==> src/rtl/fifo_arb_pkg.sv <==
// Shared types for the FIFO push arbiter: FSM encoding and stat counter helpers.
// The stat counters are only used when FIFO_PUSH_ARB_STATS_EN is defined.
package fifo_arb_pkg;

   typedef enum logic {
      IDLE  = 1'b0,
      GRANT = 1'b1
   } arb_state_t;

   localparam int STAT_W = 16;

   // Saturating increment: sticks at all-ones instead of wrapping.
   function automatic logic [STAT_W-1:0] sat_inc(input logic [STAT_W-1:0] v);
      return (&v) ? v : v + STAT_W'(1);
   endfunction

endpackage

==> src/rtl/rr_picker.sv <==
// Combinational round-robin picker: first set bit of req at or after ptr,
// wrapping from N-1 back to 0.
module rr_picker #(
   parameter int N   = 4,
   parameter int IDW = (N > 1) ? $clog2(N) : 1
) (
   input  logic [N-1:0]   req,
   input  logic [IDW-1:0] ptr,
   output logic           any,
   output logic [IDW-1:0] idx
);

   int               j;
   logic [IDW-1:0]   jj;

   // Scan from the farthest offset down so the nearest match wins.
   always_comb begin
      any = |req;
      idx = '0;
      j   = 0;
      jj  = '0;
      for (int k = N - 1; k >= 0; k--) begin
         j  = (int'(ptr) + k) % N;
         jj = IDW'(j);
         if (req[jj]) idx = jj;
      end
   end

endmodule

==> src/rtl/fifo_push_arb.sv <==
// Round-robin burst arbiter pushing one requester at a time into a FIFO.
// Define FIFO_PUSH_ARB_STATS_EN to add per-requester saturating beat counters.
module fifo_push_arb
   import fifo_arb_pkg::*;
#(
   parameter int NREQ   = 4,
   parameter int DWIDTH = 8,
   parameter int BURST  = 4,
   localparam int IDW   = $clog2(NREQ)
) (
   input  logic                     clk,
   input  logic                     reset,
   input  logic [NREQ-1:0]          req_valid,
   input  logic [NREQ-1:0]          req_last,
   input  logic [NREQ*DWIDTH-1:0]   req_data,
   output logic [NREQ-1:0]          req_ready,
   input  logic                     fifo_not_full,
   output logic                     fifo_push,
   output logic [DWIDTH-1:0]        fifo_din,
   output logic [IDW-1:0]           grant_id,
   output logic                     busy
`ifdef FIFO_PUSH_ARB_STATS_EN
   ,
   output logic [NREQ*STAT_W-1:0]   stat_beats
`endif
);

   arb_state_t       state_reg;
   logic [IDW-1:0]   grant_id_reg;
   logic [IDW-1:0]   rr_ptr_reg;
   logic [3:0]       beat_cnt_reg;
   logic             busy_reg;

   logic             pick_any;
   logic [IDW-1:0]   pick_idx;
   logic             in_grant;
   logic             gnt_valid;
   logic             gnt_last;
   logic [3:0]       beat_next;
   logic             burst_full;
   logic [IDW-1:0]   rr_ptr_next;
   logic [DWIDTH-1:0] data_slice [NREQ];

   rr_picker #(.N(NREQ), .IDW(IDW)) u_picker (
      .req (req_valid),
      .ptr (rr_ptr_reg),
      .any (pick_any),
      .idx (pick_idx)
   );

   generate
      for (genvar gi = 0; gi < NREQ; gi++) begin : g_slice
         assign data_slice[gi] = req_data[gi*DWIDTH +: DWIDTH];
      end
   endgenerate

   assign in_grant    = (state_reg == GRANT);
   assign gnt_valid   = req_valid[grant_id_reg];
   assign gnt_last    = req_last[grant_id_reg];
   assign beat_next   = beat_cnt_reg + 4'd1;
   assign burst_full  = (beat_next == 4'(BURST));
   assign rr_ptr_next = (grant_id_reg == IDW'(NREQ - 1)) ? '0 : grant_id_reg + IDW'(1);

   // Reset gating keeps the handshake quiet even before the async clear settles.
   assign fifo_push = in_grant & gnt_valid & fifo_not_full & ~reset;
   assign fifo_din  = data_slice[grant_id_reg];
   assign grant_id  = grant_id_reg;
   assign busy      = busy_reg;

   always_comb begin
      req_ready = '0;
      if (in_grant && !reset) req_ready[grant_id_reg] = fifo_not_full;
   end

   always_ff @(posedge clk or posedge reset) begin
      if (reset) begin
         state_reg    <= IDLE;
         grant_id_reg <= '0;
         rr_ptr_reg   <= '0;
         beat_cnt_reg <= '0;
         busy_reg     <= 1'b0;
      end else begin
         case (state_reg)
            IDLE: begin
               if (pick_any) begin
                  grant_id_reg <= pick_idx;
                  beat_cnt_reg <= '0;
                  state_reg    <= GRANT;
                  busy_reg     <= 1'b1;
               end
            end
            GRANT: begin
               // A dropped valid ends the burst; a full FIFO merely stalls it.
               if (!gnt_valid) begin
                  state_reg  <= IDLE;
                  busy_reg   <= 1'b0;
                  rr_ptr_reg <= rr_ptr_next;
               end else if (fifo_not_full) begin
                  beat_cnt_reg <= beat_next;
                  if (gnt_last || burst_full) begin
                     state_reg  <= IDLE;
                     busy_reg   <= 1'b0;
                     rr_ptr_reg <= rr_ptr_next;
                  end
               end
            end
            default: begin
               state_reg <= IDLE;
               busy_reg  <= 1'b0;
            end
         endcase
      end
   end

`ifdef FIFO_PUSH_ARB_STATS_EN
   generate
      for (genvar gi = 0; gi < NREQ; gi++) begin : g_stat
         logic [STAT_W-1:0] cnt_reg;
         always_ff @(posedge clk or posedge reset) begin
            if (reset) begin
               cnt_reg <= '0;
            end else if (fifo_push && grant_id_reg == IDW'(gi)) begin
               cnt_reg <= sat_inc(cnt_reg);
            end
         end
         assign stat_beats[gi*STAT_W +: STAT_W] = cnt_reg;
      end
   endgenerate
`endif

endmodule

==> config.mk <==
export PLATFORM = sky130hd
export DESIGN_NAME = fifo_push_arb
export DESIGN_NICKNAME = d
export VERILOG_FILES = /design/src/rtl/fifo_arb_pkg.sv /design/src/rtl/rr_picker.sv /design/src/rtl/fifo_push_arb.sv
export SDC_FILE = /design/constraint.sdc
export NUM_CORES = 1
export LEC_CHECK = 0
export BUFFER_PORTS_ARGS = -buffer_cell sky130_fd_sc_hd__buf_2
export CORE_MARGIN = 2
export CORE_UTILIZATION = 42
export DETAILED_ROUTE_END_ITERATION = 10
export HOLD_SLACK_MARGIN = 0.06
export PLACE_DENSITY_LB_ADDON = 0.12
export SLEW_MARGIN = 20
export SYNTH_ARGS = -nofsm -noshare
export SYNTH_HDL_FRONTEND = slang
export SYNTH_SLANG_ARGS = --single-unit
export TNS_END_PERCENT = 1
==> constraint.sdc <==
create_clock -name clk -period 2.45 [get_ports clk]
set_clock_uncertainty 0.05 [all_clocks]
set_input_delay 0.245 -clock clk [delete_from_list [all_inputs] [get_ports clk]]
set_output_delay 0.245 -clock clk [all_outputs]
set_load 0.02 [all_outputs]
# Yosys cells after proc, flatten, opt, wreduce, memory -nomap -nowiden
# Index checks and enable logic that the tools add are counted.
[classes]
n_reduce_logical = 9
add_sub_neg = 5
n_mux = 40
n_eq_ne = 9
bitwise = 7
magnitude_cmp = 7
[ops]
columns = ["cell", "n"]
rows = [
  ["binary-select mux 8 bit (select 2 bit)", 1],
  ["2-to-1 mux 2 bit", 8],
  ["2-to-1 mux 4 bit", 4],
  ["2-to-1 mux 8 bit", 2],
  ["< comparator 2 x 3 -> 1 bit, second input constant", 5],
  ["2-to-1 mux 1 bit", 15],
  ["binary-select mux 1 bit (select 2 bit)", 6],
  ["AND reduction 3 bit", 3],
  ["case mux 4 bit (2 select lines)", 1],
  ["inequality test 2 bit, second input constant", 3],
  ["adder 2 x 1 -> 2 bit, second input constant", 2],
  ["adder 2 bit, second input constant", 2],
  ["adder 4 x 1 -> 4 bit, second input constant", 1],
  ["bitwise AND 4 bit", 1],
  ["== test 4 x 3 -> 1 bit, second input constant", 1],
  ["inequality test 2 x 1 -> 1 bit, second input constant", 2],
  ["case mux 1 bit (2 select lines)", 2],
  ["OR reduction 4 bit", 1],
  ["bitwise AND 1 bit", 3],
  [">= comparator 3 bit, second input constant", 1],
  ["inequality test 3 x 2 -> 1 bit, second input constant", 1],
  ["inequality test 3 bit, second input constant", 1],
  ["NOT 2 -> 3 bit", 1],
  ["demux 1 bit (select 2 bit)", 1],
  ["other kinds (7)", 9],
]
[totals]
elab_cells = 82
reg_bits = 10
in_bits = 43

# Depth between registers and ports, before layout
[logic_depth]
word_depth = 7
depth_mapped = 6
depth_no_buf = 6

# Cells and area by module
# A second synthesis with hierarchy kept.
[hier_totals]
hier_cells = 84
area_unflattened_um2 = 920.9
[modules_own_cells]
columns = ["mod", "seq_area_each_um2", "area_each_um2", "n_inst", "cells_per_inst"]
rows = [
  ["fifo_push_arb", 250.2, 843.3, 1, 71],
  ["rr_picker", 0.0, 77.6, 1, 13],
]

# Worst setup path after synthesis
# Ideal clock, no wire load.
[synth_path]
path_type = "reg-to-reg"
startpoint = "register grant_id_reg[0] (netlist: grant_id[0])"
endpoint = "register rr_ptr_reg[0]"
t_arrival_ns = 1.774
slack_ns = 0.501
n_path_buf = 0
path_stages_with_launch = 6
synth_period_minus_slack_ns = 1.949
setup_time_ns = 0.125
cell_sequence = "dfrtp_1 mux4_2 a21oi_1 o311ai_2 nand2_2 mux2_4"
[synth_via]
elab_chain_len = 5
elab_cells_between_ends = 14
classes_between = "1 x add/sub; 3 x eq/ne; 8 x mux; 2 x reduce/logical"
[synth_rtl]
columns = ["element", "line_no", "rtl"]
rows = [
  ["start: declaration", "fifo_push_arb.sv:29", "logic [IDW-1:0] grant_id_reg;"],
  ["start signal: assignment", "fifo_push_arb.sv:86", "grant_id_reg <= pick_idx;"],
  ["adder 2 x 1 -> 2 bit (tied with other cells)", "fifo_push_arb.sv:62", "assign rr_ptr_next = (grant_id_reg == IDW'(NREQ - 1)) ? '0 : grant_id_reg + IDW'(1);"],
  ["2-to-1 mux 2 bit / 2-to-1 mux 1 bit (equally long branches)", "fifo_push_arb.sv:62, fifo_push_arb.sv:59", ""],
  ["2-to-1 mux 2 bit / logical OR 1 bit (equally long branches)", "fifo_push_arb.sv:100", "if (gnt_last || burst_full) begin"],
  ["2-to-1 mux 2 bit / inequality test 2 x 1 -> 1 bit (equally long branches)", "-", ""],
  ["2-to-1 mux 2 bit / AND reduction 3 bit (equally long branches)", "-", ""],
  ["end signal: assignment", "fifo_push_arb.sv:97", "rr_ptr_reg <= rr_ptr_next;"],
  ["end signal: assignment", "fifo_push_arb.sv:103", "rr_ptr_reg <= rr_ptr_next;"],
  ["end: declaration", "fifo_push_arb.sv:30", "logic [IDW-1:0] rr_ptr_reg;"],
]
# Parallel ways exist; a longest one is shown, timed or not. The select of a mux whose other input is x is not followed.
# A chain may end at the register's enable or synchronous reset.

# Worst setup path in the final report
[layout_path]
startpoint = "register beat_cnt_reg[0]"
endpoint = "register rr_ptr_reg[1]"
[layout_via]
elab_chain_len = 5
[layout_rtl]
columns = ["element", "line_no", "rtl"]
rows = [
  ["start: declaration", "fifo_push_arb.sv:31", "logic [3:0] beat_cnt_reg;"],
  ["start signal: assignment", "fifo_push_arb.sv:99", "beat_cnt_reg <= beat_next;"],
  ["adder 4 x 1 -> 4 bit", "fifo_push_arb.sv:60", "assign beat_next = beat_cnt_reg + 4'd1;"],
  ["== test 4 x 3 -> 1 bit", "fifo_push_arb.sv:61", "assign burst_full = (beat_next == 4'(BURST));"],
  ["logical OR 1 bit", "fifo_push_arb.sv:100", ""],
  ["inequality test 2 x 1 -> 1 bit (no line)", "-", ""],
  ["AND reduction 3 bit (no line)", "-", ""],
]
# No other way between the ends.

==> run metrics <==
number of top-level pins=59; timing-limited maximum frequency=511 MHz; setup-violating endpoint count in the final report=0; post-DR wirelength/cell=13.1 µm; Post-Synth Simple-Gate Area=17.0%; Fin. Hold Viols=0; worst reg2reg path depth=6; ratio of total power to cell area=1090 nW/µm²; number of different library cells in the post-synthesis netlist=28; post-synthesis share of cell area spent on xor and xnor gates=0%; antenna violations before repair=0; complex-gate fraction of the synthesized area=14.0%; main combinational cell family by area after synthesis=multiplexers; launch instance of the worst register-to-register path=beat_cnt_reg[0]$_DFFE_PP0P_; row count=16; number of flip-flops in the largest register=4; maximum resistive drop on vdd=734 µV; leakage power of the design=0.000653 µW; drt first-iter violations=16; prevailing post-synth register cell=sky130_fd_sc_hd__dfrtp_1; Critical Path AT=2.06 ns; capturing instance or port of the critical path=rr_ptr_reg[1]$_DFFE_PP0P_; total CTS buffers=3; CTS root buffer=sky130_fd_sc_hd__clkbuf_4; Die Outline Area=2560 µm²; min Tclk post-route=1.96 ns; commonest non-fill, non-tap cells in the layout=58 x sky130_fd_sc_hd__buf_2, 10 x sky130_fd_sc_hd__mux4_2, 10 x sky130_fd_sc_hd__dfrtp_1; Power, Total=1400 µW; Worst Setup Path Type=reg -> reg; Die Width=50.6 µm; portion of the clock cycle consumed by the worst path in the final layout=79.8%; number of clock sinks seen by CTS=10; post-CTS repair timing setup buffer count=0; final routed DRC violation total=0; vias in the first global route=922; result of the run=finished clean; setup slack at placement=0.508 ns; required time reported for the critical path endpoint=2.56 ns; TritonCTS clock tree=yes; Synth-to-Final Area Change=40.8%; core occupancy in the finished layout=64.3%; final max-slew violation count=0; share of synthesized area occupied by flip-flops and latches=27.4%; Worst Hold Class=in -> reg; Post-DRT Antenna Nets=0; post-synthesis area per instance=10.1 µm²; Worst-Margin Slew=0.463 ns; endpoint of the lowest-slack register-to-register path=rr_ptr_reg[1]$_DFFE_PP0P_; vias=949; commonest non-fill, non-tap cell in the layout=sky130_fd_sc_hd__buf_2; RSZ-0062 raised after global routing=false; number of nets produced by synthesis=139; placed cell areas=1240 µm²; final instance area=1290 µm²; number of storage elements in the synthesis netlist=10; maximum fanout along the worst path=7; final weighted congestion of routability-driven global placement=0.869; router iterations before antenna repair=4; share of final-layout standard cells stronger than drive strength 1=53.3%; core region area=2000 µm²; port bufs=58; number of instances in the synthesized netlist=90; Critical Path Start Type=flop; clock-pin transition on the worst setup and hold timing paths=0.07 ns; startpoint of the worst setup timing path=beat_cnt_reg[0]$_DFFE_PP0P_; Die Span Y=50.6 µm; number of flops mapped to enable cells by yosys=0; final sum of negative setup slack=0 ns; slack of the critical path=0.495 ns; post-synthesis share of cell area spent on full adders, half adders and majority gates=8.22%; overall routed net length=2350 µm; Starting Density=45.6%; setup slack of the worst register-to-register path=0.49 ns; buffer levels on the longest clock path=2; Final #Nets=202; combined global-route utilization of all metal layers=19.8%; global-route wire length before repair=3860 µm; kind of capture point of the worst setup path=flop; Remaining Overflow, GRT=0; htree depth=1; average vias per placed instance=5.30; synth warn=0; multiplexer share of the synthesized area=27.9%; final antenna diode count=0; Cell Area, Synth=913 µm²; proportion of register bits with asynchronous set or reset after synthesis=100%; HPWL after detailed placement=1940 µm; worst relative slew slack=68.9%; pin count of the biggest net entering global routing=16; clock insertion delay at the later pin of the skew report=0.27 ns; reported max-cap violation count=0
cells by family (layout without fill, tap and decap cells):
logic type | count (synthesis) | in the layout
DFF | 10 | 10
muxes | 12 | 12
and+or+nand+nor | 30 | 30
AOI/OAI and AO/OA | 19 | 19
buffers and inverters | 13 | 75
adders and majority gates | 6 | 6
through the flow:
step / hold slack [ns] / instances
global placement: 0.194 / 174
detailed placement: 0.209 / 174
finish: 0.295 / 179
CTS: 0.300 / 179
global route: 0.346 / 179
floorplan: 0.0352 / 90
synthesized netlist by cell type, types with 2 or more instances:
library cell              instances  area (µm²)
sky130_fd_sc_hd__mux2_4           2        30.0
sky130_fd_sc_hd__o21ai_1          5        25.0
sky130_fd_sc_hd__o22ai_1          2        12.5
sky130_fd_sc_hd__dfrtp_1         10         250
sky130_fd_sc_hd__a21oi_1          6        30.0
sky130_fd_sc_hd__nand2_1          7        26.3
sky130_fd_sc_hd__nor3_1           2        10.0
sky130_fd_sc_hd__mux4_2          10         225
sky130_fd_sc_hd__inv_1            8        30.0
sky130_fd_sc_hd__nor2_1           3        11.3
sky130_fd_sc_hd__and2_1           5        31.3
sky130_fd_sc_hd__nand3_1          6        30.0
sky130_fd_sc_hd__inv_2            2        7.51
sky130_fd_sc_hd__nor2b_1          3        18.8
sky130_fd_sc_hd__ha_1             6        75.1
where the power goes:
group          internal, µW  switching [µW]  leakage [µW]
Sequential              248            85.0      0.000121
Clock                  90.3            60.1     0.0000210
Combinational           422             496      0.000511
Total                   761             641      0.000653
worst min-delay path by stage:
stage,to,cells after the start,startpoint,slack (ns)
after floorplan,beat_cnt_reg[0]$_DFFE_PP0P_,1,reset,0.04
after global placement,busy$_DFFE_PP0P_,2,reset,0.19
after detailed placement,beat_cnt_reg[3]$_DFFE_PP0P_,2,reset,0.21
after CTS,beat_cnt_reg[2]$_DFFE_PP0P_,3,fifo_not_full,0.30
after global routing,beat_cnt_reg[2]$_DFFE_PP0P_,3,fifo_not_full,0.35
final,beat_cnt_reg[2]$_DFFE_PP0P_,3,fifo_not_full,0.30
per-layer routing:
metal | vias to the layer above | share of wire (%) | wire (µm) | global-route usage, %
li1 | 458 | - | - | -
met1 | 434 | 42 | 992 | 22.9
met2 | 48 | 46 | 1080 | 34.6
met3 | 9 | 9.7 | 228 | 3.87
met4 | 0 | 2.0 | 48 | 9.46
met5 | - | 0 | 0 | 0
worst max-delay path, cell delays in order (launching register included):
cell and delay, ns:
sky130_fd_sc_hd__dfrtp_1 0.44, sky130_fd_sc_hd__ha_1 0.24, sky130_fd_sc_hd__nor2b_1 0.22, sky130_fd_sc_hd__a21oi_1 0.12, sky130_fd_sc_hd__o311ai_2 0.33, sky130_fd_sc_hd__nand2_2 0.13, sky130_fd_sc_hd__mux2_4 0.32
layout make-up:
cell class	count	area, µm²
clock buffer	4	36.3
tap	27	33.8
timing repair buffer	61	315
multi-input combinational	67	613
inverter	10	37.5
sequential	10	250
fill	163	716
what timing repair did:
| action | in CTS | in global routing |
|---|---|---|
| hold endpoints to repair | 10 | 0 |
| hold buffers | 1 | 0 |
| resized for setup | 0 | 0 |
No activity file was read; power rests on OpenSTA's default activity.
